File: src/rtl/bottle_pkg.sv
// Shared types and constants for the bottle counting line.
package bottle_pkg;

    // Width of the binary count handed to the BCD/7-segment display stage
    localparam int unsigned COUNT_W        = 13;
    // Width of the in-box bottle counter (supports boxes of up to 16)
    localparam int unsigned BOX_W          = 4;
    // Default box size and saturation limit
    localparam int unsigned DOZEN_SIZE_DEF = 12;
    localparam int unsigned MAX_COUNT_DEF  = 99;

    // Debounce FSM states
    typedef enum logic [1:0] {
        S_LOW  = 2'd0,
        S_RISE = 2'd1,
        S_HIGH = 2'd2,
        S_FALL = 2'd3
    } deb_state_e;

endpackage

File: src/rtl/debounce_edge.sv
// Synchronises a raw level input, debounces it and emits one accept pulse
// per debounced rising edge.
module debounce_edge
    import bottle_pkg::*;
#(
    parameter int unsigned DEBOUNCE_CYCLES = 1000
) (
    input  logic clk,
    input  logic rst,
    input  logic sig_raw,
    output logic accept
);

    localparam int unsigned CNT_W    = (DEBOUNCE_CYCLES > 2) ? $clog2(DEBOUNCE_CYCLES) : 1;
    localparam logic [CNT_W-1:0] CNT_LAST = CNT_W'(DEBOUNCE_CYCLES - 1);

    logic             sync_q1;
    logic             sync_q2;
    deb_state_e       state_q;
    deb_state_e       state_nxt;
    logic [CNT_W-1:0] cnt_q;
    logic [CNT_W-1:0] cnt_nxt;
    logic [CNT_W-1:0] cnt_inc;
    logic             cnt_at_last;
    logic             accept_nxt;

    assign cnt_inc     = cnt_q + CNT_W'(1);
    assign cnt_at_last = (cnt_inc == CNT_LAST);

    // Two-flop synchroniser; only sync_q2 is used downstream
    always_ff @(posedge clk) begin
        if (rst) begin
            sync_q1 <= 1'b0;
            sync_q2 <= 1'b0;
        end else begin
            sync_q1 <= sig_raw;
            sync_q2 <= sync_q1;
        end
    end

    // State register, stable-time counter and registered accept pulse
    always_ff @(posedge clk) begin
        if (rst) begin
            state_q <= S_LOW;
            cnt_q   <= '0;
            accept  <= 1'b0;
        end else begin
            state_q <= state_nxt;
            cnt_q   <= cnt_nxt;
            accept  <= accept_nxt;
        end
    end

    // Next-state: a level change is accepted after DEBOUNCE_CYCLES stable samples
    always_comb begin
        state_nxt = state_q;
        case (state_q)
            S_LOW: begin
                if (sync_q2) begin
                    state_nxt = S_RISE;
                end
            end
            S_RISE: begin
                if (!sync_q2) begin
                    state_nxt = S_LOW;
                end else if (cnt_at_last) begin
                    state_nxt = S_HIGH;
                end
            end
            S_HIGH: begin
                if (!sync_q2) begin
                    state_nxt = S_FALL;
                end
            end
            S_FALL: begin
                if (sync_q2) begin
                    state_nxt = S_HIGH;
                end else if (cnt_at_last) begin
                    state_nxt = S_LOW;
                end
            end
            default: state_nxt = S_LOW;
        endcase
    end

    // Counter update and accept generation; accept only on the rise commit
    always_comb begin
        cnt_nxt    = cnt_q;
        accept_nxt = 1'b0;
        case (state_q)
            S_LOW: begin
                if (sync_q2) begin
                    cnt_nxt = '0;
                end
            end
            S_RISE: begin
                if (sync_q2) begin
                    cnt_nxt    = cnt_inc;
                    accept_nxt = cnt_at_last;
                end
            end
            S_HIGH: begin
                if (!sync_q2) begin
                    cnt_nxt = '0;
                end
            end
            S_FALL: begin
                if (!sync_q2) begin
                    cnt_nxt = cnt_inc;
                end
            end
            default: cnt_nxt = '0;
        endcase
    end

endmodule

File: src/rtl/bottle_counter.sv
// Counts debounced bottles at the conveyor exit and packs them into boxes.
module bottle_counter
    import bottle_pkg::*;
#(
    parameter int unsigned DEBOUNCE_CYCLES = 1000,
    parameter int unsigned DOZEN_SIZE      = DOZEN_SIZE_DEF,
    parameter int unsigned MAX_COUNT       = MAX_COUNT_DEF
) (
    input  logic               clk,
    input  logic               rst,
    input  logic               sensor_raw,
    input  logic               count_en,
    input  logic               clear,
    output logic [COUNT_W-1:0] bottle_total,
    output logic [COUNT_W-1:0] dozen_count,
    output logic [BOX_W-1:0]   in_box,
    output logic               dozen_done,
    output logic               full
);

    localparam logic [COUNT_W-1:0] TOTAL_MAX = COUNT_W'(MAX_COUNT);
    localparam logic [COUNT_W-1:0] DOZEN_MAX = {COUNT_W{1'b1}};
    localparam logic [BOX_W-1:0]   BOX_LAST  = BOX_W'(DOZEN_SIZE - 1);

    logic               accept;
    logic               take;
    logic               box_wrap;
    logic [COUNT_W-1:0] total_inc;

    debounce_edge #(
        .DEBOUNCE_CYCLES (DEBOUNCE_CYCLES)
    ) u_debounce (
        .clk     (clk),
        .rst     (rst),
        .sig_raw (sensor_raw),
        .accept  (accept)
    );

    // A bottle is taken only while the line runs and the total has headroom
    assign take      = accept && count_en && !full && (bottle_total < TOTAL_MAX);
    assign box_wrap  = (in_box == BOX_LAST);
    assign total_inc = bottle_total + COUNT_W'(1);

    // Count, box and saturation registers; clear wins over a coincident accept
    always_ff @(posedge clk) begin
        if (rst || clear) begin
            bottle_total <= '0;
            dozen_count  <= '0;
            in_box       <= '0;
            dozen_done   <= 1'b0;
            full         <= 1'b0;
        end else begin
            dozen_done <= 1'b0;
            if (take) begin
                bottle_total <= total_inc;
                full         <= (total_inc == TOTAL_MAX);
                if (box_wrap) begin
                    in_box     <= '0;
                    dozen_done <= 1'b1;
                    if (dozen_count != DOZEN_MAX) begin
                        dozen_count <= dozen_count + COUNT_W'(1);
                    end
                end else begin
                    in_box <= in_box + BOX_W'(1);
                end
            end
        end
    end

endmodule

File: config.mk
export PLATFORM = sky130hd
export DESIGN_NAME = bottle_counter
export DESIGN_NICKNAME = d
export VERILOG_FILES = /design/src/rtl/bottle_pkg.sv /design/src/rtl/debounce_edge.sv /design/src/rtl/bottle_counter.sv
export SDC_FILE = /design/constraint.sdc
export NUM_CORES = 1
export LEC_CHECK = 0
export CELL_PAD_IN_SITES_DETAIL_PLACEMENT = 1
export CELL_PAD_IN_SITES_GLOBAL_PLACEMENT = 1
export CORE_AREA = 2 2 71 73
export DETAILED_ROUTE_END_ITERATION = 7
export DIE_AREA = 0 0 73 75
export DONT_BUFFER_PORTS = 1
export PLACE_DENSITY_LB_ADDON = 0.1
export SLEW_MARGIN = 10
export SYNTH_ARGS = -nofsm -noshare
export SYNTH_HDL_FRONTEND = slang
export SYNTH_SLANG_ARGS = --single-unit
File: constraint.sdc
create_clock -name clk -period 3.25 [get_ports clk]
set_clock_uncertainty 0.05 [all_clocks]
set_input_delay 0.65 -clock clk [delete_from_list [all_inputs] [get_ports clk]]
set_output_delay 0.65 -clock clk [all_outputs]
set_load 0.005 [all_outputs]
Yosys cells after proc, flatten, opt, wreduce, memory -nomap -nowiden
Cells that the tools add are included.

Flip-flop bits (word level): 47. Output and inout port bits: 32. Word-level logic and storage cells: 56.

$add $sub $neg: 4. Magnitude comparators: 1. Eq/ne operators: 13. Multiplexer cells: 14. Bitwise operators: 3. Reductions and logical operators: 11.

Operators by type and width (number): $mux W10 (4); $pmux W10 S4 (1); $add A13 B1 Y13 const B (2); $eq A13 B7 Y1 const B (1); $lt A13 B7 Y1 const B (1); $ne A13 B13 Y1 const B (1); $mux W2 (6); $add A10 B1 Y10 const B (1); $eq A10 B10 Y1 const B (1); $pmux W2 S4 (1); $reduce_and A4 Y1 (2); $add A4 B1 Y4 const B (1); $eq A2 B2 Y1 const B (2); $eq A4 B4 Y1 const B (1); $mux W4 (1); $ne A2 B1 Y1 const B (2); $ne A2 B2 Y1 const B (2); $logic_and A1 B1 Y1 (3); $ne A3 B1 Y1 const B (1); $ne A3 B3 Y1 const B (1); $not A1 Y1 (3); $reduce_and A3 Y1 (1); $reduce_or A3 Y1 (1); $eq A2 B1 Y1 const B (1); other kinds (5) (5).

Longest topological paths before layout
Word-level depth: 5. Mapped depth: 6. Gate-level depth less buffers: 6.

Cells and area by module
A second synthesis with hierarchy kept.

Cell total of the unflattened synthesis: 275. Area total of the unflattened synthesis: 2397.3 µm².

By module, submodules not included: bottle_counter (instances 1, cells an instance 180, area each 1584.0 µm², sequential area each 640.6 µm²); debounce_edge (instances 1, cells an instance 95, area each 813.3 µm², sequential area each 300.3 µm²).

Worst setup path after synthesis
OpenSTA, ideal clock, no wires.

Kind: input to register. From: input port count_en. To: register dozen_count[7]. Setup time: 0.116 ns. Arrival time: 1.841 ns. Path slack: 1.243 ns. Cell stages on the path: 5. Buffers on the path: 0. Cells stage by stage: and4bb_2 -> o2111ai_4 -> nor4_4 -> a31oi_1 -> a41o_1.

Word-level cells in the longest chain between the ends: 4.

Ends and longest elaborated chain: start: declaration (RTL line bottle_counter.sv:12) `input logic count_en,`; $logic_and A1 B1 Y1 (3 in a row) (RTL line bottle_counter.sv:40) `assign take = accept && count_en && !full && (bottle_total < TOTAL_MAX);`; $reduce_and A3 Y1 (no line); end signal: assignment (RTL line bottle_counter.sv:61) `dozen_count <= dozen_count + COUNT_W'(1);`; end: declaration (RTL line bottle_counter.sv:15) `output logic [COUNT_W-1:0] dozen_count,`.

Every way passes these cells. A chain may end at the register's enable or synchronous reset.

Final worst setup path
From: register bottle_total[1]. To: register dozen_count[6].

Word-level cells in the longest chain between the ends: 3.

Ends and longest elaborated chain: start: declaration (RTL line bottle_counter.sv:14) `output logic [COUNT_W-1:0] bottle_total,`; start signal: assignment (RTL line bottle_counter.sv:55) `bottle_total <= total_inc;`; $lt A13 B7 Y1 (RTL line bottle_counter.sv:40); $logic_and A1 B1 Y1 (RTL line bottle_counter.sv:40); $reduce_and A3 Y1 (no line).

Every way passes these cells.

==> results.md <==
* P_leak at around 0.88 nW
* Max-Cap Viols at 0
* Max FO, Critical Path at 17
* DRC errors left at 0
* Post-Syn Area at around 2300 µm²
* # setup viols final at 0
* Tcrit/Tclk final at 0.747
* Post_cts resized at 0
* Final core occ at 0.519
* Sequential area share after synthesis at 0.407
* P per Cell Area at a little under 400 nW/µm²
* Fin. Hold Viols at 0
* Num ports at 37
* Crit path kind: flip-flop to flip-flop
* Mapped Cells at around 260
* Largest net degree at the start of global routing at 22
* First-pass GRT wire length at around 8500 µm
* Clock-pin slew on the worst setup and hold paths at about 90 ps
* Number of synthesized flops with an enable pin at 0
* Vias per cell at about 6
* Reg2Reg Setup Slack at slightly above 800 ps
* Placed Cells at 301
* Critical Path End: dozen_count[6]
* Register area at 941 µm²
* Final Max Slew Viols at 0
* Area of the multi-input gates at around 1300 µm²
* Die width at roughly 73 µm
* Min-delay worst type: input pin to flip-flop
* Worst Setup Start Kind: flip-flop
* Number of routed nets with antenna violations at 0
* TritonRoute pass-1 iters at 4
* Share of cells above drive strength 1 at 0.0827
* Synth Net Count at about 270
* Max-slew headroom at 0.339
* Routed length on met1 at approximately 2500 µm
* Status: finished clean
* Async set-reset flop share out of synthesis at 0
* Max Clk Rate at 412 MHz
* Diodes inserted at 0
* CP startpoint: bottle_total[1]
* # fillers at around 560
* WL met3 at roughly 210 µm
* RR Startpoint: bottle_total[1]
* Routed length per instance at approximately 17 µm
* Met2 WL post-DR at 2390 µm
* Setup bufs post-CTS at 0
* Synth Warn # at 0
* Final net count at 265
* #FFs+latches synth at 47
* Buffers added on ports at 0
* Clock buffer depth at 2
* Syn-to-layout area delta at 4.54%
* Routed WL at 5170 µm
* Clk_lat worst skew at around 300 ps
* Clock tree root driver cell: clkbuf_8
* Required @ worst endpoint at 3390 ps
* Num Clock Sinks at 47
* Total Neg Setup Slack at 0 ps
* Total number of vias at ~1900
* Final cell count without fillers at 308
* Crit path DAT at ~2600 ps
* FF-to-FF End: dozen_count[6]
* Initial antenna violation count at 0
* RSZ-0062 raised after global routing: false
* Die Height at 75 µm
* Dpl hpwl at between 3000 and 4000 µm
* Die Footprint at 5480 µm²
* Detailed Route Iter0 Violations at 66
* H-tree levels at 2
* Total power at around 0.95 mW
* CTS tree: built
* Row cnt at 25
* Final min period at 2430 ps
* Crit end category: flip-flop
* Synth unique cells at 50
* Top_reg_cell synth: dfxtp_1
* Average size of a mapped cell at slightly below 9 µm²
* Initial Utilization at 0.496
* Hold Buf Count CTS at 0
* Uppermost layer routed: met4
* Vias in the first global route at ~1800
* Worst slew pin tran at roughly 990 ps
* Gr ovfl total at 0
* CTS Buf Count at 5
* Max VDD drop at 0.238 mV
* Routability cong. at between 0.7 and 0.8
* Core area at between 4000 and 5000 µm²
* Tot GR Track Use at 0.196
* R2r worst-path depth at 5
worst max-delay path, stage by stage (launching register included):
cell and delay [ps]:
dfxtp_1 430, a2111oi_4 470, o2111ai_4 330, nor4_1 640
a21oi_1 170, a31o_2 240
placed cells by master, fill, tap and decap left out, drive strengths merged, types with 6 or more instances in the layout:
cell,n
dfxtp,47
nor2,34
nand2,23
nand3,11
a21oi,10
nand4,9
nor3,8
nor4,8
xnor2,7
a22oi,6
ha,6
clkbuf,6
layer usage:
layer	GRT usage	vias to the layer above
met1	0.258	887
met3	0.0509	6
met5	0	-
met4	0.0494	0
li1	-	935
met2	0.322	29
kinds of logic (layout without fill, tap and decap cells):
family	Yosys count	count (layout)	share of synthesized area
xor gates and xnor gates	12	12	0.0454
AOI/OAI and AO/OA	46	46	0.160
and+or+nand+nor	126	126	0.299
adders and majority gates	6	6	0.0324
muxes	6	6	0.0276
buffers and inverters	18	11	0.0297
DFF	47	47	0.407
worst min-delay path by stage:
stage,startpoint,end,slack [ps],cells past startpoint
after floorplan,u_debounce.sync_q1,u_debounce.sync_q2,360,1
after global routing,rst,u_debounce.sync_q2,350,1
after CTS,rst,u_debounce.cnt_q[5],360,1
after global placement,u_debounce.sync_q1,u_debounce.sync_q2,390,1
final,rst,u_debounce.cnt_q[6],370,1
after detailed placement,u_debounce.sync_q1,u_debounce.sync_q2,390,1
per-stage QoR:
stage	worst slack, ps	instance area [µm²]	hold slack (ps)
final	821	2420	367
after global routing	632	2420	350
after CTS	824	2420	356
after detailed placement	830	2330	385
after global placement	1000	2330	386
after floorplan	1240	2310	364
where the power goes:
part           switching [mW]  internal (mW)
logic                  0.0116        0.00412
registers             0.00175          0.577
clock network           0.191          0.167
cell usage after synthesis (2+ instances only):
library cell  number  area [µm²]
and4_1             3        26.3
xor2_1             5        43.8
nand4b_1           3        26.3
nor2b_1            2        12.5
nor3_1             7        35.0
xnor2_1            7        61.3
nand2_1           23        86.3
ha_1               6        75.1
clkbuf_1          14        52.6
nor2_1            34         128
nor4_4             2        42.5
inv_1              3        11.3
o21ai_0            4        20.0
nor4_1             6        37.5
nand3_1           11        55.1
a31o_2             3        26.3
nor3b_1            4        30.0
a21o_1             2        15.0
and2_1             5        31.3
and3_1             5        31.3
o21a_1             3        22.5
mux2i_1            3        30.0
a41oi_1            3        26.3
nand3b_1           2        15.0
nand4_1            9        56.3
a21oi_1           10        50.1
mux2_2             3        33.8
nand2b_1           4        25.0
dfxtp_1           47         941
a22oi_1            6        45.0
a31oi_1            3        18.8
cell type report:
type | count | area share
sequential | 47 | 0.389
multi-input combinational | 196 | 0.539
timing repair buffer | 1 | 0.00310
tap | 54 | 0.0279
clock inverter | 1 | 0.00207
clock buffer | 6 | 0.0341
inverter | 3 | 0.00466
sequential cells by signal, indices dropped and copies added, names as in the netlist, named ones only:
signal / flops
bottle_total: 13
dozen_count: 13
dozen_done: 1
full: 1
in_box: 4
u_debounce.accept: 1
u_debounce.cnt_q: 10
u_debounce.state_q: 1
u_debounce.sync_q1: 1
u_debounce.sync_q2: 1
Note: power is estimated with default switching activity, not from simulation.
